===== src/rtl/read_responder_pkg.sv =====
// ============================================================================
// read_responder_pkg : shared UART packet type, default IDs, responder states
// Rev 1.0
// ============================================================================
`default_nettype none

package read_responder_pkg;

  typedef struct packed {
    logic [7:0] Source;
    logic [7:0] Destination;
    logic [7:0] Length;
    logic       SoP;
    logic       EoP;
    logic [7:0] Data;
    logic       Valid;
  } UART_PACKET;

  localparam logic [7:0] DEFAULT_SOURCE_ID = 8'h01;
  localparam logic [7:0] DEFAULT_DEST_ID   = 8'h00;

  typedef enum logic [1:0] {
    IDLE         = 2'd0,
    WAIT_DATA    = 2'd1,
    SEND_ADDRESS = 2'd2,
    SEND_DATA    = 2'd3
  } RESPONDER_STATE;

endpackage

`default_nettype wire


===== src/rtl/read_responder.sv =====
// ============================================================================
// read_responder : fetches a register word and streams address+data as a
//                  UART_PACKET toward the TX packetiser
// Rev 1.0
// ============================================================================
`default_nettype none

module read_responder
  import read_responder_pkg::*;
#(
  parameter int         DATA_LENGTH = 4,
  parameter logic [7:0] SOURCE_ID   = DEFAULT_SOURCE_ID,
  parameter logic [7:0] DEST_ID     = DEFAULT_DEST_ID,
  parameter int         TIMEOUT     = 255
) (
  input  logic        ipClk,
  input  logic        ipReset,
  input  logic        ipRdRequest,
  input  logic [7:0]  ipRdAddress,
  output logic        opRdEnable,
  output logic [7:0]  opRdAddress,
  input  logic [31:0] ipRdData,
  input  logic        ipRdValid,
  input  logic        ipTxReady,
  output UART_PACKET  opTxStream,
  output logic        opBusy,
  output logic        opError
);

  localparam int c_CNT_W = $clog2(TIMEOUT + 1);
  localparam int c_BC_W  = $clog2(DATA_LENGTH + 1);
  localparam logic [c_CNT_W-1:0] c_TIMEOUT_LAST = c_CNT_W'(TIMEOUT - 1);
  localparam logic [c_BC_W-1:0]  c_BYTES        = c_BC_W'(DATA_LENGTH);
  localparam logic [c_BC_W-1:0]  c_LAST_BYTE    = c_BC_W'(1);
  localparam logic [7:0]         c_LENGTH       = 8'(DATA_LENGTH + 1);

  RESPONDER_STATE      r_state;
  RESPONDER_STATE      w_state_next;
  logic [c_CNT_W-1:0]  r_timeout_count;
  logic [c_BC_W-1:0]   r_byte_count;
  logic [31:0]         r_shift;
  logic                w_accept;
  logic                w_timeout;

  assign w_accept  = opTxStream.Valid && ipTxReady;
  // A valid response on the final wait cycle takes priority over the timeout.
  assign w_timeout = (r_state == WAIT_DATA) && !ipRdValid && (r_timeout_count == c_TIMEOUT_LAST);
  assign opBusy    = (r_state != IDLE);

  always_ff @(posedge ipClk) begin
    if (ipReset) begin
      r_state <= IDLE;
    end else begin
      r_state <= w_state_next;
    end
  end

  always_comb begin
    w_state_next = r_state;
    case (r_state)
      IDLE:         if (ipRdRequest) w_state_next = WAIT_DATA;
      WAIT_DATA:    if (ipRdValid || w_timeout) w_state_next = SEND_ADDRESS;
      SEND_ADDRESS: if (w_accept) w_state_next = SEND_DATA;
      SEND_DATA:    if (w_accept && (r_byte_count == c_LAST_BYTE)) w_state_next = IDLE;
      default:      w_state_next = IDLE;
    endcase
  end

  always_ff @(posedge ipClk) begin
    if (ipReset) begin
      opRdEnable      <= 1'b0;
      opRdAddress     <= 8'h00;
      opError         <= 1'b0;
      r_timeout_count <= '0;
      r_byte_count    <= '0;
      r_shift         <= 32'h0;
    end else begin
      opRdEnable <= 1'b0;
      opError    <= 1'b0;
      case (r_state)
        IDLE: begin
          if (ipRdRequest) begin
            opRdAddress     <= ipRdAddress;
            opRdEnable      <= 1'b1;
            r_timeout_count <= '0;
          end
        end
        WAIT_DATA: begin
          if (ipRdValid) begin
            r_shift <= ipRdData;
          end else if (w_timeout) begin
            r_shift <= 32'hFFFF_FFFF;
            opError <= 1'b1;
          end else begin
            r_timeout_count <= r_timeout_count + 1'b1;
          end
        end
        SEND_ADDRESS: begin
          if (w_accept) r_byte_count <= c_BYTES;
        end
        SEND_DATA: begin
          if (w_accept) begin
            r_shift      <= {r_shift[23:0], 8'h00};
            r_byte_count <= r_byte_count - 1'b1;
          end
        end
        default: ;
      endcase
    end
  end

  // Stream fields are decoded from registered state, so they are all zero outside a packet.
  always_comb begin
    opTxStream = '0;
    if ((r_state == SEND_ADDRESS) || (r_state == SEND_DATA)) begin
      opTxStream.Valid       = 1'b1;
      opTxStream.Source      = SOURCE_ID;
      opTxStream.Destination = DEST_ID;
      opTxStream.Length      = c_LENGTH;
      opTxStream.SoP         = (r_state == SEND_ADDRESS);
      opTxStream.EoP         = (r_state == SEND_DATA) && (r_byte_count == c_LAST_BYTE);
      opTxStream.Data        = (r_state == SEND_ADDRESS) ? opRdAddress : r_shift[31:24];
    end
  end

endmodule

`default_nettype wire


===== config.mk =====
export PLATFORM = sky130hd
export DESIGN_NAME = read_responder
export DESIGN_NICKNAME = d
export VERILOG_FILES = /design/src/rtl/read_responder_pkg.sv /design/src/rtl/read_responder.sv
export SDC_FILE = /design/constraint.sdc
export NUM_CORES = 1
export LEC_CHECK = 0
export CORE_MARGIN = 2
export CORE_UTILIZATION = 45
export DETAILED_ROUTE_END_ITERATION = 7
export GPL_ROUTABILITY_DRIVEN = 0
export GPL_TIMING_DRIVEN = 0
export PLACE_DENSITY = 0.85
export SLEW_MARGIN = 20
export SYNTH_ARGS = -nofsm -noshare
export SYNTH_HDL_FRONTEND = slang
export SYNTH_SLANG_ARGS = --single-unit

===== constraint.sdc =====
create_clock -name ipClk -period 2.9 [get_ports ipClk]
set_input_delay 0.435 -clock ipClk [delete_from_list [all_inputs] [get_ports ipClk]]
set_output_delay 0.435 -clock ipClk [all_outputs]
set_load 0.02 [all_outputs]

* Yosys cells after proc, flatten, opt, wreduce, memory -nomap -nowiden
Cells that the tools add are included.
** Storage, ports and cells
- Register bits :: 55
- Latch bits :: 0
- RAM bits :: 0
- Memory bits (read-only) :: 0
- Input port bits :: 45
- Output and inout port bits :: 46
- Logic and storage cells :: 64
- Memories :: 0
** Operators by class
- Add/subtract/negate cells :: 2
- $mul :: 0
- Divide/modulo/power cells :: 0
- Magnitude comparators :: 0
- Equal/unequal tests :: 13
- Shift operators :: 0
- Multiplexer cells :: 20
- Bitwise logic cells :: 2
- Reductions and logical operators :: 20
** Operators by type and width (number)
- $mux W32 :: 3
- $pmux W32 S2 :: 1
- $mux W8 :: 4
- $mux W28 :: 1
- $pmux W8 S2 :: 1
- $ne A2 B2 Y1 const B :: 6
- $add A8 B1 Y8 const B :: 1
- $eq A8 B8 Y1 const B :: 1
- $mux W2 :: 4
- $pmux W2 S4 :: 1
- $reduce_and A4 Y1 :: 2
- $reduce_bool A2 Y1 :: 4
- $mux W3 :: 2
- $pmux W3 S2 :: 1
- $reduce_and A3 Y1 :: 2
- $logic_and A1 B1 Y1 :: 5
- $eq A2 B2 Y1 const B :: 2
- $eq A3 B1 Y1 const B :: 1
- $ne A3 B3 Y1 const B :: 1
- $reduce_or A3 Y1 :: 1
- $sub A3 B1 Y3 const B :: 1
- $eq A2 B1 Y1 const B :: 1
- $logic_not A2 Y1 :: 1
- $logic_or A1 B1 Y1 :: 2
- 6 further kinds :: 8

* Longest topological paths before layout
Gate-level depths: netlist (run 1).
- Depth in word-level cells :: 7
- Gate-level depth with buffers :: 9
- Gate-level depth less buffers :: 7

* Least setup slack after synthesis (run 1)
Ideal clock, no wire load.
- Path type :: register to output
- From :: register r_state[0]
- To :: output opTxStream[7] (netlist name)
- Arrival time :: 1.601 ns
- Data required time :: 2.465 ns
- Slack :: 0.864 ns
- Cell stages (with the launch flop) :: 6
- Cells stage by stage :: dfxtp_1 -> inv_1 -> ha_1 -> clkbuf_1 -> clkbuf_1 -> o21ai_0
** RTL lines
- start, declared :: line read_responder.sv:37 : RESPONDER_STATE r_state;
- start signal, assigned :: line read_responder.sv:54 : r_state <= w_state_next;
- end, declared :: line read_responder.sv:25 : output UART_PACKET opTxStream,

==> results of run 1 <==
## tightest hold or removal path: stages (launching register included)
cell and delay (ns):
dfxtp_1 0.32, nand2_1 0.05, a21oi_1 0.05
## how the worst min path moves through the flow
stage	depth (start not counted)	slack [ns]	from	to
after CTS	2	0.46	r_shift[29]$_SDFFE_PP0P_	r_shift[29]$_SDFFE_PP0P_
after global placement	2	0.44	r_shift[23]$_SDFFE_PP0P_	r_shift[23]$_SDFFE_PP0P_
final	2	0.46	r_shift[29]$_SDFFE_PP0P_	r_shift[29]$_SDFFE_PP0P_
after floorplan	2	0.43	r_shift[0]$_SDFFE_PP0P_	r_shift[0]$_SDFFE_PP0P_
after global routing	2	0.48	r_shift[22]$_SDFFE_PP0P_	r_shift[22]$_SDFFE_PP0P_
after detailed placement	2	0.45	r_shift[29]$_SDFFE_PP0P_	r_shift[29]$_SDFFE_PP0P_
## layout by cell type, fill, tap and decap left out, types with 2 or more instances in the layout
master,instances
conb_1,21
or3_1,3
nand3_1,12
nor2_1,11
clkbuf_2,3
o21ai_0,14
ha_1,9
o221ai_1,23
and2_1,3
buf_4,24
nor3_1,2
buf_2,4
nand2b_1,9
a31oi_1,3
dfxtp_1,55
a21oi_1,46
inv_1,11
o211ai_1,2
clkbuf_1,16
nand2_1,75
clkbuf_8,5
a211oi_1,3
nand4_1,2
clkdlybuf4s50_1,67
nand3b_1,2
## logic make-up (layout without fill, tap and decap cells)
family | count (synthesis) | in the layout | share of synthesized area
DFF | 55 | 55 | 0.398
AOI/OAI and AO/OA | 101 | 101 | 0.232
muxes | 1 | 1 | 0.00362
other | 1 | 21 | 0.00136
and+or+nand+nor | 126 | 126 | 0.206
adders and majority gates | 9 | 9 | 0.0407
buffers and inverters | 59 | 134 | 0.115
xor gates and xnor gates | 1 | 1 | 0.00317
## power breakdown
part / internal [mW] / switching [mW]
clock: 0.261 / 0.247
combinational: 0.570 / 0.781
sequential: 0.978 / 0.129
## registers in the layout (all words and copies together) (netlist names)
| signal | flops |
|---|---|
| r_shift | 32 |
| opError | 1 |
| r_timeout_count | 8 |
| opRdEnable | 1 |
| opRdAddress | 8 |
| r_byte_count | 3 |
| r_state | 2 |
## metal layers
layer  share of wire  vias to the layer above  GRT usage
met1            0.43                     1196      0.254
met2            0.47                      106      0.327
li1                -                     1386          -
met3           0.085                       13     0.0467
met5               0                        -          0
met4           0.018                        0     0.0733
## per-stage QoR
step,power [mW],setup slack [ns]
finish,2.97,0.258
global route,3.18,0.0858
CTS,2.97,0.0513
detailed placement,2.45,0.299
global placement,2.41,0.389
floorplan,2.02,0.864
## area by class of cell
type                       instances  area (um^2)
buffer                            46          272
clock buffer                       6         72.6
clock inverter                     2         38.8
fill                             535         2190
inverter                          12         46.3
multi-input combinational        259         1420
sequential                        55         1100
tap                               75         93.8
timing repair buffer              68          683
## what timing repair did
action | CTS | global route
resized for setup | 2 | 5
pin swaps | 0 | 0
endpoints found under the setup margin | 1 | 9
==> reports/qor.csv, run 1 <==
stage,metric,value,unit
floorplanning,core box area,5920,um^2
logic_synthesis,"Seq/Total Area, Yosys",0.398,
detailed_routing,1st-iter DRT viols,139,
setup_path,reg2reg path depth,7,
setup_path,largest fanout on the critical path,10,
power_and_ir_drop,worst vdd rail ir drop,548,uV
sta,Least-Margin Pin Slew,0.694,ns
final_layout,Layout Utilization,0.630,
sta,final hold vios,0,
global_route,initial antenna violation count,0,
setup_path,cell count along the critical path,5,
setup_path,Top delay family on crit path,buffers and inverters,
final_layout,final net count,501,
logic_synthesis,Seq cells post-synth,55,
logic_synthesis,synthesis warning total,0,
logic_synthesis,"count leader, synth",nand2_1,
min_path,Hold Crit Class,reg2reg,
clock_tree,Sink Count,55,
floorplanning,Initial Util,0.467,
detailed_routing,Post-Route WL,6.59,mm
sta,Fmax,0.379,GHz
clock_tree,TritonCTS clock tree,built,
logic_synthesis,Yosys top cell area share,0.398,
global_route,all-layer global routing usage,0.199,
status,outcome,completed,
place,Placed Area,3610,um^2
place,Placed Instances,516,
clock_tree,Clock Tree Buf Depth,2,
clock_tree,hold buffer count at cts,0,
detailed_routing,Routed wire per std cell,12.6,um
floorplanning,die area,6780,um^2
sta,relative slew slack,0.536,
sta,Pins Over Slew Limit,0,
clock_tree,CTS root buf,clkbuf_8,
detailed_routing,Via density,5.16,
logic_synthesis,most instantiated cells after synthesis,"nand2_1, dfxtp_1, a21oi_1",
logic_synthesis,Netlist Area Pre-Place,2760,um^2
sta,Tcrit/Tclk final,0.911,
detailed_routing,DR DRC count,0,
place,DP Wirelength,4.95,mm
job,Max-cap violations,0,
final_layout,layout cell share with drive strength beyond 1,0.0915,
clock_tree,Post-CTS Setup Repair Bufs,0,
power_and_ir_drop,Power Density,795,nW/um^2
floorplanning,DIE HEIGHT,82.4,um
global_route,largest net degree at the start of global routing,18,
final_layout,fin area,3730,um^2
power_and_ir_drop,Lkg Pwr,1.43,nW
global_route,vias in the first global route,2335,
clock_tree,CTS buffer count,5,
global_route,grt ovf,0,
final_layout,layout overhead on the synthesized area,34.9,%
setup_path,reg2reg start,r_state[1]$_SDFFE_PP0P_,
logic_synthesis,syn_area_per_cell,7.83,um^2
sta,setup violators final,0,
sta,Worst Skew,0.00460,ns
setup_path,crit-path cells,"inv_1, ha_1, clkbuf_2, o21ai_0, clkdlybuf4s50_1",
setup_path,CP endpoint,opTxStream[7],
setup_path,max incr delay on CP,0.64,ns
setup_path,Worst setup SP type,register,
detailed_routing,first drt pass iteration count,5,
setup_path,Critical Path Source,r_state[0]$_SDFFE_PP0P_,
logic_synthesis,predominant post-synthesis flop cell,dfxtp_1,
setup_path,slowest CP cell,clkdlybuf4s50_1,
logic_synthesis,Syn Inst Count,353,
logic_synthesis,Async SR Flop Fraction,0,
setup_path,Worst EP arrival,2.21,ns
floorplanning,Top Ports,91,
logic_synthesis,Synth area leaders,"dfxtp_1, nand2_1, a21oi_1, o221ai_1, buf_4",
clock_tree,H-Tree Level Count,2,
setup_path,R2R Path End,r_timeout_count[4]$_SDFFE_PP0P_,
global_route,first-pass GRT wire length,10.5,mm
sta,crit path time final,2.64,ns
sta,setup TNS,0,ns
floorplanning,die width,82.4,um
logic_synthesis,post-synth cell types,42,
place,Port Buffer Count,68,
logic_synthesis,"EDFF count, synth",0,
logic_synthesis,cell taking the most area after synthesis,dfxtp_1,
clock_tree,worst skew pair latency,0.31,ns
detailed_routing,via count,2701,
setup_path,crit end category,primary output,
setup_path,Worst R2R Setup Slack,0.67,ns
floorplanning,FP Rows,28,
setup_path,Setup Crit Path Kind,reg2out,
sta,WHS,0.457,ns
detailed_routing,Post-DRT Antenna Nets,0,
final_layout,antenna cells,0,
final_layout,non-filler cells in the finished layout,523,
setup_path,WP data required,2.47,ns
clock_tree,Clock Pin Slew Worst Setup and Hold Paths,0.09,ns
sta,RSZ-0062 raised after global routing,no,
setup_path,worst path bufs/invs,3,
(Power assumes the default switching activity.)
==> inputs of run 2 (changes only) <==
--- a/config.mk
+++ b/config.mk
@@ -8,10 +8,8 @@
 export CORE_MARGIN = 2
 export CORE_UTILIZATION = 45
 export DETAILED_ROUTE_END_ITERATION = 7
-export GPL_ROUTABILITY_DRIVEN = 0
 export GPL_TIMING_DRIVEN = 0
 export PLACE_DENSITY = 0.85
-export SLEW_MARGIN = 20
 export SYNTH_ARGS = -nofsm -noshare
 export SYNTH_HDL_FRONTEND = slang
 export SYNTH_SLANG_ARGS = --single-unit
==> results of run 2 <==
Same layout as run 1: the final DEF is identical, and so are final timing and power.
